File: src/rtl/mem_bus_ctrl_pkg.sv
// Shared types for the core-side memory bus controller: access sizes,
// controller states and default widths.
package mem_bus_ctrl_pkg;

  localparam int MEM_ADDR_W = 32;
  localparam int MEM_DATA_W = 32;
  localparam int MEM_BE_W   = MEM_DATA_W / 8;

  // Access size requested by the core; encoding 3 is unused and treated as a word.
  typedef enum logic [1:0] {
    MEM_BYTE = 2'd0,
    MEM_HALF = 2'd1,
    MEM_WORD = 2'd2
  } mem_size_t;

  // Controller phase: waiting for a request, bus cycle in flight, completion.
  typedef enum logic [1:0] {
    IDLE = 2'd0,
    BUS  = 2'd1,
    RESP = 2'd2
  } mem_state_t;

endpackage

File: src/rtl/mem_bus_ctrl_if.sv
// Avalon-MM master bundle between the controller and the memory slave.
interface mem_bus_ctrl_if #(
  parameter int ADDR_W = 32,
  parameter int DATA_W = 32
);

  logic [ADDR_W-1:0]   avm_address_o;
  logic                avm_read_o;
  logic                avm_write_o;
  logic [DATA_W-1:0]   avm_writedata_o;
  logic [DATA_W/8-1:0] avm_byteenable_o;
  logic                avm_waitrequest_i;
  logic [DATA_W-1:0]   avm_readdata_i;

  modport master (
    output avm_address_o,
    output avm_read_o,
    output avm_write_o,
    output avm_writedata_o,
    output avm_byteenable_o,
    input  avm_waitrequest_i,
    input  avm_readdata_i
  );

  modport slave (
    input  avm_address_o,
    input  avm_read_o,
    input  avm_write_o,
    input  avm_writedata_o,
    input  avm_byteenable_o,
    output avm_waitrequest_i,
    output avm_readdata_i
  );

endinterface

File: src/rtl/mem_bus_ctrl_lane_fmt.sv
// Combinational byte-lane steering: store byteenable and data replication,
// misalignment detection of the live request, and load lane extraction with
// sign/zero extension of the captured read word. Little-endian lanes.
module mem_lane_fmt
  import mem_bus_ctrl_pkg::*;
(
  // store / request side (live core request)
  input  mem_size_t   st_size,
  input  logic [1:0]  st_off,
  input  logic [31:0] st_wdata,
  output logic [3:0]  st_be,
  output logic [31:0] st_wdata_rep,
  output logic        st_misaligned,
  // load side (attributes registered at request time)
  input  mem_size_t   ld_size,
  input  logic [1:0]  ld_off,
  input  logic        ld_signed,
  input  logic [31:0] ld_rdata,
  output logic [31:0] ld_data
);

  logic [7:0]  lane [4];
  logic [7:0]  ld_byte;
  logic [15:0] ld_half;

  // Split the read word into its four byte lanes.
  for (genvar gi = 0; gi < 4; gi++) begin : g_lane
    assign lane[gi] = ld_rdata[8*gi +: 8];
  end

  // Store lanes: enable only the addressed bytes and replicate data across the word.
  always_comb begin
    st_be         = 4'b1111;
    st_wdata_rep  = st_wdata;
    st_misaligned = 1'b0;
    case (st_size)
      MEM_BYTE: begin
        st_be        = 4'b0001 << st_off;
        st_wdata_rep = {4{st_wdata[7:0]}};
      end
      MEM_HALF: begin
        st_be         = st_off[1] ? 4'b1100 : 4'b0011;
        st_wdata_rep  = {2{st_wdata[15:0]}};
        st_misaligned = st_off[0];
      end
      default: begin
        st_misaligned = (st_off != 2'b00);
      end
    endcase
  end

  // Load lanes: pick the addressed byte/half and extend it to a full word.
  always_comb begin
    ld_byte = lane[ld_off];
    ld_half = ld_off[1] ? ld_rdata[31:16] : ld_rdata[15:0];
    case (ld_size)
      MEM_BYTE: ld_data = {{24{ld_signed & ld_byte[7]}}, ld_byte};
      MEM_HALF: ld_data = {{16{ld_signed & ld_half[15]}}, ld_half};
      default:  ld_data = ld_rdata;
    endcase
  end

endmodule

File: src/rtl/mem_bus_ctrl.sv
// Core-side memory bus controller: turns one core request into one Avalon-MM
// access, stalls the core until it completes and formats load data.
module mem_bus_ctrl
  import mem_bus_ctrl_pkg::*;
#(
  parameter int ADDR_W = MEM_ADDR_W,
  parameter int DATA_W = MEM_DATA_W
) (
  input  logic              clk,
  input  logic              reset_ni,
  input  logic              req_valid_i,
  input  logic              req_write_i,
  input  logic [ADDR_W-1:0] req_addr_i,
  input  mem_size_t         req_size_i,
  input  logic              req_signed_i,
  input  logic [DATA_W-1:0] req_wdata_i,
  output logic              stall_o,
  output logic [DATA_W-1:0] rdata_o,
  output logic              rdata_valid_o,
  output logic              misaligned_o,
  mem_bus_ctrl_if.master    avm
);

  mem_state_t        state_reg;
  logic [ADDR_W-1:0] addr_reg;
  logic              read_reg;
  logic              write_reg;
  logic [3:0]        be_reg;
  logic [31:0]       wdata_reg;
  mem_size_t         ld_size_reg;
  logic [1:0]        ld_off_reg;
  logic              ld_signed_reg;
  logic [31:0]       rdata_reg;
  logic              rdata_valid_reg;

  logic [3:0]        fmt_be;
  logic [31:0]       fmt_wdata;
  logic              fmt_misaligned;
  logic [31:0]       fmt_ld_data;
  logic              req_accept;

  mem_lane_fmt u_lane_fmt (
    .st_size       (req_size_i),
    .st_off        (req_addr_i[1:0]),
    .st_wdata      (req_wdata_i),
    .st_be         (fmt_be),
    .st_wdata_rep  (fmt_wdata),
    .st_misaligned (fmt_misaligned),
    .ld_size       (ld_size_reg),
    .ld_off        (ld_off_reg),
    .ld_signed     (ld_signed_reg),
    .ld_rdata      (avm.avm_readdata_i),
    .ld_data       (fmt_ld_data)
  );

  // A request is taken only in IDLE and only if it is aligned.
  assign req_accept = (state_reg == IDLE) && req_valid_i && !fmt_misaligned;

  // Access sequencer: latch the request, hold the bus cycle through waitrequest,
  // then signal completion for one cycle. Bus strobes drop at once on reset.
  always_ff @(posedge clk or negedge reset_ni) begin
    if (!reset_ni) begin
      state_reg       <= IDLE;
      addr_reg        <= '0;
      read_reg        <= 1'b0;
      write_reg       <= 1'b0;
      be_reg          <= 4'b0000;
      wdata_reg       <= '0;
      ld_size_reg     <= MEM_BYTE;
      ld_off_reg      <= 2'b00;
      ld_signed_reg   <= 1'b0;
      rdata_reg       <= '0;
      rdata_valid_reg <= 1'b0;
    end else begin
      rdata_valid_reg <= 1'b0;
      case (state_reg)
        IDLE: begin
          if (req_accept) begin
            addr_reg      <= {req_addr_i[ADDR_W-1:2], 2'b00};
            read_reg      <= !req_write_i;
            write_reg     <= req_write_i;
            be_reg        <= fmt_be;
            wdata_reg     <= fmt_wdata;
            ld_size_reg   <= req_size_i;
            ld_off_reg    <= req_addr_i[1:0];
            ld_signed_reg <= req_signed_i;
            state_reg     <= BUS;
          end
        end
        BUS: begin
          if (!avm.avm_waitrequest_i) begin
            if (read_reg) begin
              rdata_reg <= fmt_ld_data;
            end
            rdata_valid_reg <= read_reg;
            read_reg        <= 1'b0;
            write_reg       <= 1'b0;
            state_reg       <= RESP;
          end
        end
        RESP: begin
          state_reg <= IDLE;
        end
        default: begin
          state_reg <= IDLE;
        end
      endcase
    end
  end

  assign stall_o       = req_accept || (state_reg == BUS);
  assign misaligned_o  = (state_reg == IDLE) && req_valid_i && fmt_misaligned;
  assign rdata_o       = rdata_reg;
  assign rdata_valid_o = rdata_valid_reg;

  assign avm.avm_address_o    = addr_reg;
  assign avm.avm_read_o       = read_reg;
  assign avm.avm_write_o      = write_reg;
  assign avm.avm_writedata_o  = wdata_reg;
  assign avm.avm_byteenable_o = be_reg;

endmodule
File: src/flat_wrapper.sv
// flat-port wrapper written by rule: the top's interface ports become plain ports
module mem_bus_ctrl_flat import mem_bus_ctrl_pkg::*;
#(
  parameter int ADDR_W = MEM_ADDR_W,
  parameter int DATA_W = MEM_DATA_W
)
  (clk, reset_ni, req_valid_i, req_write_i, req_addr_i, req_size_i, req_signed_i, req_wdata_i, stall_o, rdata_o, rdata_valid_o, misaligned_o, avm_avm_address_o, avm_avm_read_o, avm_avm_write_o, avm_avm_writedata_o, avm_avm_byteenable_o, avm_avm_waitrequest_i, avm_avm_readdata_i);
  mem_bus_ctrl_if #(.ADDR_W(ADDR_W), .DATA_W(DATA_W)) avm_i ();
  input  logic clk;
  input  logic reset_ni;
  input  logic req_valid_i;
  input  logic req_write_i;
  input  logic [ADDR_W-1:0] req_addr_i;
  input  mem_size_t req_size_i;
  input  logic req_signed_i;
  input  logic [DATA_W-1:0] req_wdata_i;
  output logic stall_o;
  output logic [DATA_W-1:0] rdata_o;
  output logic rdata_valid_o;
  output logic misaligned_o;
  output wire logic [$bits(avm_i.avm_address_o)-1:0] avm_avm_address_o;
  output wire logic [$bits(avm_i.avm_read_o)-1:0] avm_avm_read_o;
  output wire logic [$bits(avm_i.avm_write_o)-1:0] avm_avm_write_o;
  output wire logic [$bits(avm_i.avm_writedata_o)-1:0] avm_avm_writedata_o;
  output wire logic [$bits(avm_i.avm_byteenable_o)-1:0] avm_avm_byteenable_o;
  input wire logic [$bits(avm_i.avm_waitrequest_i)-1:0] avm_avm_waitrequest_i;
  input wire logic [$bits(avm_i.avm_readdata_i)-1:0] avm_avm_readdata_i;
  assign avm_avm_address_o = avm_i.avm_address_o;
  assign avm_avm_read_o = avm_i.avm_read_o;
  assign avm_avm_write_o = avm_i.avm_write_o;
  assign avm_avm_writedata_o = avm_i.avm_writedata_o;
  assign avm_avm_byteenable_o = avm_i.avm_byteenable_o;
  assign avm_i.avm_waitrequest_i = avm_avm_waitrequest_i;
  assign avm_i.avm_readdata_i = avm_avm_readdata_i;
  mem_bus_ctrl #(.ADDR_W(ADDR_W), .DATA_W(DATA_W)) u_core (.clk(clk), .reset_ni(reset_ni), .req_valid_i(req_valid_i), .req_write_i(req_write_i), .req_addr_i(req_addr_i), .req_size_i(req_size_i), .req_signed_i(req_signed_i), .req_wdata_i(req_wdata_i), .stall_o(stall_o), .rdata_o(rdata_o), .rdata_valid_o(rdata_valid_o), .misaligned_o(misaligned_o), .avm(avm_i));
endmodule
File: config.mk
export PLATFORM = sky130hd
export DESIGN_NAME = mem_bus_ctrl_flat
export DESIGN_NICKNAME = d
export VERILOG_FILES = /design/src/rtl/mem_bus_ctrl_pkg.sv /design/src/rtl/mem_bus_ctrl_if.sv /design/src/rtl/mem_bus_ctrl_lane_fmt.sv /design/src/rtl/mem_bus_ctrl.sv /design/src/flat_wrapper.sv
export SDC_FILE = /design/constraint.sdc
export NUM_CORES = 1
export LEC_CHECK = 0
export ABC_AREA = 0
export BUFFER_PORTS_ARGS = -buffer_cell sky130_fd_sc_hd__buf_4
export CAP_MARGIN = 5
export CELL_PAD_IN_SITES_DETAIL_PLACEMENT = 2
export CELL_PAD_IN_SITES_GLOBAL_PLACEMENT = 2
export CORE_ASPECT_RATIO = 1.75
export CORE_UTILIZATION = 26
export DETAILED_ROUTE_END_ITERATION = 16
export PLACE_DENSITY = 0.87
export SETUP_SLACK_MARGIN = 0.05
export SLEW_MARGIN = 20
export SYNTH_ARGS = -nofsm -noshare
export SYNTH_HDL_FRONTEND = slang
export SYNTH_SLANG_ARGS = --single-unit
File: constraint.sdc
create_clock -name clk -period 1.75 [get_ports clk]
set_clock_uncertainty 0.1 [all_clocks]
set_input_delay 0.2625 -clock clk [delete_from_list [all_inputs] [get_ports clk]]
set_output_delay 0.2625 -clock clk [all_outputs]
set_load 0.05 [all_outputs]
Yosys cells after proc, flatten, opt, wreduce, memory -nomap -nowiden
Index checks and enable logic that the tools add are counted.
Widths: inputs -> output; s select.
{"block": "totals", "ff_bits": 108, "input_bits": 104}
{"block": "classes", "n_lt_le_gt_ge": 1, "eq_ne": 5, "shift": 1, "mux": 19, "n_bitwise": 4, "n_reduce_logical": 15}
{"operator": "$pmux 32 s2", "n": 2}
{"operator": "$bmux 8 s2", "n": 1}
{"operator": "$mux 16", "n": 1}
{"operator": "$mux 8", "n": 2}
{"operator": "$pmux 4 s2", "n": 1}
{"operator": "$eq 2x1->1 const B", "n": 3}
{"operator": "$logic_not 2->1", "n": 3}
{"operator": "$pmux 1 s2", "n": 3}
{"operator": "$reduce_and 3->1", "n": 2}
{"operator": "$mux 1", "n": 5}
{"operator": "$mux 2", "n": 2}
{"operator": "$mux 4", "n": 1}
{"operator": "$pmux 2 s2", "n": 1}
{"operator": "$reduce_and 2->1", "n": 2}
{"operator": "$reduce_bool 2->1", "n": 2}
{"operator": "$shl 1x2->4 const A", "n": 1}
{"operator": "$ge 3x3->1 const B", "n": 1}
{"operator": "$logic_and 1x1->1", "n": 3}
{"operator": "$not 2->3", "n": 1}
{"operator": "$and 1x1->1", "n": 2}
{"operator": "$logic_not 1->1", "n": 2}
{"operator": "$ne 2x1->1 const B", "n": 1}
{"operator": "$ne 2x2->1 const B", "n": 1}
{"operator": "$logic_or 1x1->1", "n": 1}
{"operator": "$not 1->1", "n": 1}

Logic depth before layout (Yosys ltp)
Gate-level depths: netlist (run 1).
{"block": "depth", "ltp_word": 6, "mapped_depth": 9, "ltp_nobuf": 8}

Hierarchy
From an unflattened synthesis (run 1), not the netlist that was laid out.
{"block": "hier_totals", "hier_cells": 548, "area_unflattened_um2": 5437.7}
{"module": "mem_bus_ctrl", "n_inst": 1, "cells_per_inst": 387, "area_per_inst_um2": 4234.1, "seq_area_each_um2": 2702.6}
{"module": "mem_lane_fmt", "n_inst": 1, "cells_per_inst": 161, "area_per_inst_um2": 1203.7, "seq_area_each_um2": 0.0}

Worst setup path before layout (run 1)
Ideal clock, no wire load.
{"block": "synth_path", "path_type": "reg-to-output", "startpoint": "reg u_core.state_reg[1]", "endpoint": "out misaligned_o", "arrival_time_ps": 2013, "t_required_ps": 1387, "setup_slack_ps": -626, "path_stages_with_launch": 3, "cell_sequence": "dfrtp_1 -> or3b_2 -> nor3_1"}
{"block": "synth_via", "elab_chain_len": 3}
{"item": "from (decl)", "line": "mem_bus_ctrl.sv:24", "rtl": "mem_state_t state_reg;"}
{"item": "from (signal assigned)", "line": "mem_bus_ctrl.sv:63", "rtl": "state_reg <= IDLE;"}
{"item": "from (signal assigned)", "line": "mem_bus_ctrl.sv:87", "rtl": "state_reg <= BUS;"}
{"item": "from (signal assigned)", "line": "mem_bus_ctrl.sv:98", "rtl": "state_reg <= RESP;"}
{"item": "$logic_not 2->1", "line": "mem_bus_ctrl.sv:112", "rtl": "assign misaligned_o = (state_reg == IDLE) && req_valid_i && fmt_misaligned;"}
{"item": "$logic_and 1x1->1 (2 in series)", "line": "mem_bus_ctrl.sv:112"}
{"item": "to (decl)", "line": "flat_wrapper.sv:20", "rtl": "output logic misaligned_o;"}
No other way between the ends.

Worst setup path after layout (run 1)
{"block": "layout_path", "startpoint": "reg u_core.state_reg[1]", "endpoint": "reg u_core.be_reg[3] (netlist: u_core.avm.avm_byteenable_o[3])"}
{"block": "layout_via", "elab_chain_len": 4}
{"item": "$logic_not 2->1 *", "line": "mem_bus_ctrl.sv:57, mem_bus_ctrl.sv:76"}
{"item": "$logic_and 1x1->1 (2 in series)", "line": "mem_bus_ctrl.sv:57", "rtl": "assign req_accept = (state_reg == IDLE) && req_valid_i && !fmt_misaligned;"}
{"item": "$reduce_and 2->1 (no line) *"}
{"item": "to (signal assigned)", "line": "mem_bus_ctrl.sv:82", "rtl": "be_reg <= fmt_be;"}
{"item": "to (decl)", "line": "mem_bus_ctrl.sv:28", "rtl": "logic [3:0] be_reg;"}
Every way passes the cells marked *; elsewhere a longest branch is shown, timed or not.
A chain may end at the register's enable or synchronous reset.

==> impl_metrics.env, run 1 <==
export IMPL_synth_avg_cell_area_um2=11.01
export IMPL_area_growth_syn_to_layout_pct=78.89
export IMPL_synthCells=445
export IMPL_synthTopCellsByArea="dfrtp_1 (55%), mux2_2 (11%), mux2i_1 (5.1%), nand2_1 (4.3%), o21ai_0 (4.2%)"
export IMPL_cp_slowest_cell="dfrtp_1"
export IMPL_dpl_cell_area_mm2=0.006977
export IMPL_cts_sinks=108
export IMPL_met3_usage=0.04467
export IMPL_yosysSeqAreaShare=0.5514
export IMPL_dr_pass1_iters=4
export IMPL_yosys_warnings=0
export IMPL_clk_latency_ps=360
export IMPL_syn_area_mm2=0.004901
export IMPL_cp_cell_sequence="buf_6, or3b_4, buf_4, buf_6, nor3_4, buf_4, o21ai_2, nand2_1"
export IMPL_synth_distinct_cells=41
export IMPL_design_die_area_mm2=0.01942
export IMPL_cp_buffers_inverters=4
export IMPL_nets=821
export IMPL_ir_drop_uv=974.2
export IMPL_run_status="finished with violations"
export IMPL_grt_usage=0.2465
export IMPL_drc=0
export IMPL_wl_um=26210
export IMPL_synth_top_area_cell="dfrtp_1"
export IMPL_endpoint_kind="flop"
export IMPL_critPathTopFamily="simple AND/OR/NAND/NOR gates"
export IMPL_final_cell_area_mm2=0.008767
export IMPL_grt_pass1_vias=5816
export IMPL_min_path_type="in -> reg"
export IMPL_crit_fanout=4
export IMPL_drive_gt1_frac=0.6357
export IMPL_rows=66
export IMPL_finish_utilization=0.4740
export IMPL_globalplace_congestion=0.8804
export IMPL_cts_tree="yes"
export IMPL_fillers=1885
export IMPL_min_delay_start="req_addr_i[22]"
export IMPL_hpwl_um=15490
export IMPL_max_stage_delay_ps=410
export IMPL_pin_count=209
export IMPL_maxCapViolations=0
export IMPL_violations="negative setup slack"
export IMPL_crit_arrival_ps=2210
export IMPL_grt_setup_unrepaired="true"
export IMPL_path_clk_slew_ps=80
export IMPL_ys_flop_type="dfrtp_1"
export IMPL_start_util=0.2649
export IMPL_htreeDepth=3
export IMPL_setup_worst_path_class="reg -> reg"
export IMPL_antenna_found_initial=1
export IMPL_antenna_left=0
export IMPL_power_density_mw_per_mm2=1696
export IMPL_timing_fmax_mhz=496.9
export IMPL_power_leakage_nw=4.062
export IMPL_grt_util_met1=0.2256
export IMPL_critical_path_required_ps=1950
export IMPL_fin_crit_sh=1.150
export IMPL_viasPerCell=5.142
export IMPL_vias=4941
export IMPL_hold_viol_final=0
export IMPL_synth_edf_count=0
export IMPL_wl_per_cell_um=27.28
export IMPL_setup_viol=102
export IMPL_min_path_cells=2
export IMPL_synth_seq_cells=108
export IMPL_grt_max_degree=35
export IMPL_cp_startpoint="u_core.state_reg[1]$_DFFE_PN0P_"
export IMPL_crit_path_start_kind="flop"
export IMPL_rr_worst_depth=8
export IMPL_fin_crit_ps=2013
export IMPL_path_depth=8
export IMPL_grt_ovfl_total=0
export IMPL_die_h_um=183.6
export IMPL_tns_ps=-14460
export IMPL_grt_busiest_layer="met2"
export IMPL_numCtsBuffers=9
export IMPL_setup_ws_ps=-262.6
export IMPL_grt_met2_usage=0.4868
export IMPL_drt_iter0_drc=122
export IMPL_yosysTopAreaCellShare=0.5514
export IMPL_core_mm2=0.01850
export IMPL_dieWidth_um=105.8
export IMPL_cts_root_buf="clkbuf_16"
export IMPL_async_reset_ff_frac=1.000
export IMPL_dp_cells=894
export IMPL_layoutNonFillerInstCount=961
export IMPL_grt_pass1_wl_um=35050
export IMPL_slew_violations=0
export IMPL_cts_path_max_buffers=2
export IMPL_r2r_start="u_core.state_reg[1]$_DFFE_PN0P_"
export IMPL_io_buffers=206
-- power by group --
group / switching [W] / total (W) / internal, W
sequential: 0.000843 / 0.00427 / 0.00343
clock: 0.000991 / 0.00214 / 0.00115
combinational: 0.00550 / 0.00846 / 0.00296
total: 0.00734 / 0.0149 / 0.00753
-- path summary, 6_finish.rpt --
check	end	slack, ps
worst max-delay path	u_core.avm.avm_byteenable_o[3]$_DFFE_PN0P_	-260
worst min-delay path	u_core.avm.avm_address_o[22]$_DFFE_PN0P_	20
worst max register to register	u_core.avm.avm_byteenable_o[3]$_DFFE_PN0P_	-260
worst min register to register	u_core.rdata_o[7]$_DFFE_PN0P_	390
max in group asynchronous	u_core.avm.avm_address_o[28]$_DFFE_PN0P_	510
min in group asynchronous	u_core.avm.avm_writedata_o[25]$_DFFE_PN0P_	260
-- cells in the mapped netlist, drive strengths merged (2+ instances only) --
cell type	instances
nor3	4
nor3b	2
nand3	2
mux2	50
nand2b	2
nor2	37
a32oi	8
a221o	7
nor4b	2
a21oi	37
mux2i	25
nand3b	9
dfrtp	108
nand2	57
o21ai	42
buf	20
clkbuf	13
inv	6
-- routing by layer --
metal	routed length, µm	share of wire	vias to the layer above
met3	1237	0.047	77
met4	1549	0.059	0
met5	0	0	-
met1	8237	0.31	2525
li1	-	-	2102
met2	15190	0.58	237
-- logic make-up after synthesis --
kind of cell              synth area share
other                            0.0007652
muxes                               0.1705
buffers and inverters              0.04059
and+or+nand+nor                     0.1154
DFF                                 0.5514
AOI/OAI and AO/OA                   0.1195
xor gates and xnor gates          0.001787
-- stage by stage --
| step | power, W | worst slack (ps) | hold slack (ps) |
|---|---|---|---|
| 2_1_floorplan | 0.008536 | -55.42 | -133.1 |
| 3_3_place_gp | 0.01097 | -361.9 | 76.96 |
| 3_5_place_dp | 0.01129 | -612.5 | 83.62 |
| 4_1_cts | 0.01426 | -245.3 | 21.19 |
| 5_1_grt | 0.01538 | -317.2 | 9.863 |
| 6_report | 0.01487 | -262.6 | 22.42 |
-- layout by cell type, fill, tap and decap left out, types with 2 or more instances in the layout --
master | netlist | routed
mux2i_1 | 25 | 24
o21ai_2 | 0 | 23
buf_12 | 0 | 13
nor2_1 | 36 | 34
dlygate4sd3_1 | 0 | 2
a32oi_2 | 0 | 2
mux2_2 | 50 | 46
clkbuf_16 | 0 | 11
nand3b_1 | 9 | 9
buf_8 | 0 | 6
o21ai_0 | 41 | 2
conb_1 | 1 | 2
nor3_4 | 1 | 4
clkinv_2 | 1 | 2
nor2_4 | 0 | 2
o21ai_1 | 1 | 12
o21ai_4 | 0 | 5
buf_4 | 2 | 238
a21oi_2 | 0 | 17
dfrtp_1 | 108 | 105
nand2_4 | 1 | 22
nand3_2 | 0 | 2
clkinv_4 | 0 | 2
inv_1 | 5 | 4
dfrtp_2 | 0 | 3
nand2_1 | 56 | 33
a221o_1 | 7 | 7
a32oi_4 | 0 | 2
mux2_4 | 0 | 4
a32oi_1 | 8 | 4
a21oi_1 | 37 | 20
clkinvlp_4 | 0 | 3
buf_6 | 3 | 17
buf_16 | 0 | 15
-- cell type report --
cell class / count / area, µm² / share of cell area
multi-input cells: 298 / 2611 / 0.2978
clock buffers: 10 / 239.0 / 0.02726
well taps: 238 / 297.8 / 0.03397
clock inverters: 6 / 63.81 / 0.007278
repair buffers: 293 / 2811 / 0.3207
inverters: 7 / 35.03 / 0.003996
diodes: 1 / 2.502 / 0.0002854
flip-flops and latches: 108 / 2706 / 0.3087
-- repair_timing --
action	4_1_cts	5_1_grt
buffers inserted	19	17
pin swaps	25	22
hold endpoints to repair	18	0
cloned	19	2
endpoints found under the setup margin	103	107
hold buffers	2	0
gates resized for setup	147	92
No activity file was read; power rests on OpenSTA's default activity.
==> run 2, diff against run 1 <==
--- a/config.mk
+++ b/config.mk
@@ -12,6 +12,7 @@
 export CELL_PAD_IN_SITES_GLOBAL_PLACEMENT = 2
 export CORE_ASPECT_RATIO = 1.75
 export CORE_UTILIZATION = 26
+export CTS_BUF_LIST = sky130_fd_sc_hd__clkbuf_16
 export DETAILED_ROUTE_END_ITERATION = 16
 export PLACE_DENSITY = 0.87
 export SETUP_SLACK_MARGIN = 0.05
==> impl_metrics.env, run 2 (synthesized netlist as in run 1, its figures left out) <==
export IMPL_globalplace_congestion=0.8804
export IMPL_grt_pass1_vias=5762
export IMPL_path_clk_slew_ps=80
export IMPL_pin_count=209
export IMPL_maxCapViolations=0
export IMPL_intPower_w=0.007440
export IMPL_die_h_um=183.6
export IMPL_wl_um=24810
export IMPL_switchingPower_w=0.007202
export IMPL_min_delay_start="req_addr_i[22]"
export IMPL_crit_path_start_kind="flop"
export IMPL_viasPerCell=5.074
export IMPL_run_status="finished with violations"
export IMPL_grt_usage=0.2468
export IMPL_min_path_cells=2
export IMPL_numCtsBuffers=9
export IMPL_clk_latency_ps=360
export IMPL_grt_setup_unrepaired="true"
export IMPL_min_path_type="in -> reg"
export IMPL_regArea_mm2=0.002708
export IMPL_dr_pass1_iters=4
export IMPL_max_stage_delay_ps=420
export IMPL_fillers=1891
export IMPL_rows=66
export IMPL_fin_crit_sh=1.145
export IMPL_grt_ovfl_total=0
export IMPL_antenna_left=0
export IMPL_endpoint_kind="flop"
export IMPL_rr_worst_depth=9
export IMPL_io_buffers=206
export IMPL_setup_viol=99
export IMPL_hold_viol_final=0
export IMPL_clock_power_share=0.143
export IMPL_swShare=0.4919
export IMPL_grt_max_degree=35
export IMPL_holdWs_ps=28.41
export IMPL_wl_per_cell_um=25.98
export IMPL_r2r_start="u_core.state_reg[0]$_DFFE_PN0P_"
export IMPL_hpwl_um=15490
export IMPL_nets=816
export IMPL_most_common_layout_cells="buf_4 (234), dfrtp_1 (104), mux2_2 (46), nor2_1 (33), nand2_1 (33)"
export IMPL_hold_end="u_core.avm.avm_address_o[22]$_DFFE_PN0P_"
export IMPL_drc=0
export IMPL_area_growth_syn_to_layout_pct=76.54
export IMPL_critical_path_required_ps=1940
export IMPL_slew_violations=0
export IMPL_power_leakage_nw=4.009
export IMPL_timing_fmax_mhz=499.1
export IMPL_drive_gt1_frac=0.6248
export IMPL_cts_path_max_buffers=2
export IMPL_core_mm2=0.01850
export IMPL_cts_tree="yes"
export IMPL_n_antenna_cell=0
export IMPL_setup_worst_path_class="reg -> reg"
export IMPL_violations="negative setup slack"
export IMPL_dieWidth_um=105.8
export IMPL_crit_fanout=3
export IMPL_start_util=0.2649
export IMPL_path_common_cell="buf_6"
export IMPL_final_common_cell="buf_4"
export IMPL_rr_endpoint="u_core.avm.avm_byteenable_o[2]$_DFFE_PN0P_"
export IMPL_power_frac_comb=0.567
export IMPL_multi_input_area_mm2=0.002574
export IMPL_ir_drop_uv=720.7
export IMPL_antenna_found_initial=0
export IMPL_design_die_area_mm2=0.01942
export IMPL_cts_root_buf="clkbuf_16"
export IMPL_cp_slowest_cell="or3b_4"
export IMPL_setup_ws_ps=-253.5
export IMPL_vias=4846
export IMPL_power_w=0.01464
export IMPL_fin_crit_ps=2004
export IMPL_p_seq_frac=0.290
export IMPL_htreeDepth=3
export IMPL_drt_iter0_drc=140
export IMPL_grt_pass1_wl_um=34980
export IMPL_crit_arrival_ps=2200
export IMPL_ff2ff_setup_slack_ps=-250
export IMPL_cp_startpoint="u_core.state_reg[0]$_DFFE_PN0P_"
export IMPL_dp_slack_ps=-612.5
export IMPL_power_density_mw_per_mm2=1692
export IMPL_cts_sinks=108
export IMPL_cp_cell_sequence="buf_6, or3b_4, buf_4, buf_6, buf_6, buf_6, nor4b_4, a21oi_2, nand2_1"
==> run 2: per-stage QoR <==
step / TNS, ps / utilization / instance area [µm²] / std cells
CTS: -8551 / 0.4533 / 8386 / 950
finish: -11140 / 0.4677 / 8652 / 955
floorplan: -90.41 / - / 4945 / 446
global placement: -7377 / 0.3772 / 6977 / 894
detailed placement: -11680 / 0.3772 / 6977 / 894
global route: -15750 / 0.4677 / 8652 / 955
==> run 2: area by class of cell <==
cell class | count | share of cell area
inverter | 7 | 0.004049
timing repair buffer | 288 | 0.3173
multi-input combinational | 298 | 0.2975
tap | 238 | 0.03442
clock buffer | 9 | 0.02603
clock inverter | 7 | 0.007809
sequential | 108 | 0.3129
==> run 2: worst max path at each step <==
stage / endpoint
global placement: u_core.rdata_o[7]$_DFFE_PN0P_
finish: u_core.avm.avm_byteenable_o[2]$_DFFE_PN0P_
global route: misaligned_o
detailed placement: u_core.rdata_o[7]$_DFFE_PN0P_
floorplan: misaligned_o
CTS: misaligned_o
==> run 2: worst max-delay path: cells and delay by family, from the launching register on <==
family,cells,cell delay (ps)
flip-flops,1,400
buffers and inverters,5,620
AO/OA/AOI/OAI,1,70
AND/OR/NAND/NOR,3,740
==> run 2: timing repair <==
item / in CTS / in global routing
endpoints found under the hold margin: 18 / 0
resized for setup: 146 / 85
buffers inserted: 19 / 13
pin swaps: 22 / 22
hold buffers: 2 / 0
setup endpoints to repair: 103 / 107
gates cloned: 19 / 1
==> run 2: power groups by stage <==
stage / Clock [W] / Sequential (W) / Combinational [W]
CTS: 0.00213 / 0.00415 / 0.00793
finish: 0.00209 / 0.00425 / 0.00830
floorplan: 0 / 0.00707 / 0.00146
global placement: 0 / 0.00403 / 0.00694
detailed placement: 0 / 0.00412 / 0.00717
global route: 0.00223 / 0.00435 / 0.00861
==> run 2: metal layers <==
metal | vias up | track usage | part of all wire
met5 | - | 0 | 0
met4 | 0 | 0.1439 | 0.051
met3 | 60 | 0.04998 | 0.046
met2 | 227 | 0.4902 | 0.58
met1 | 2464 | 0.2250 | 0.32
li1 | 2095 | - | -
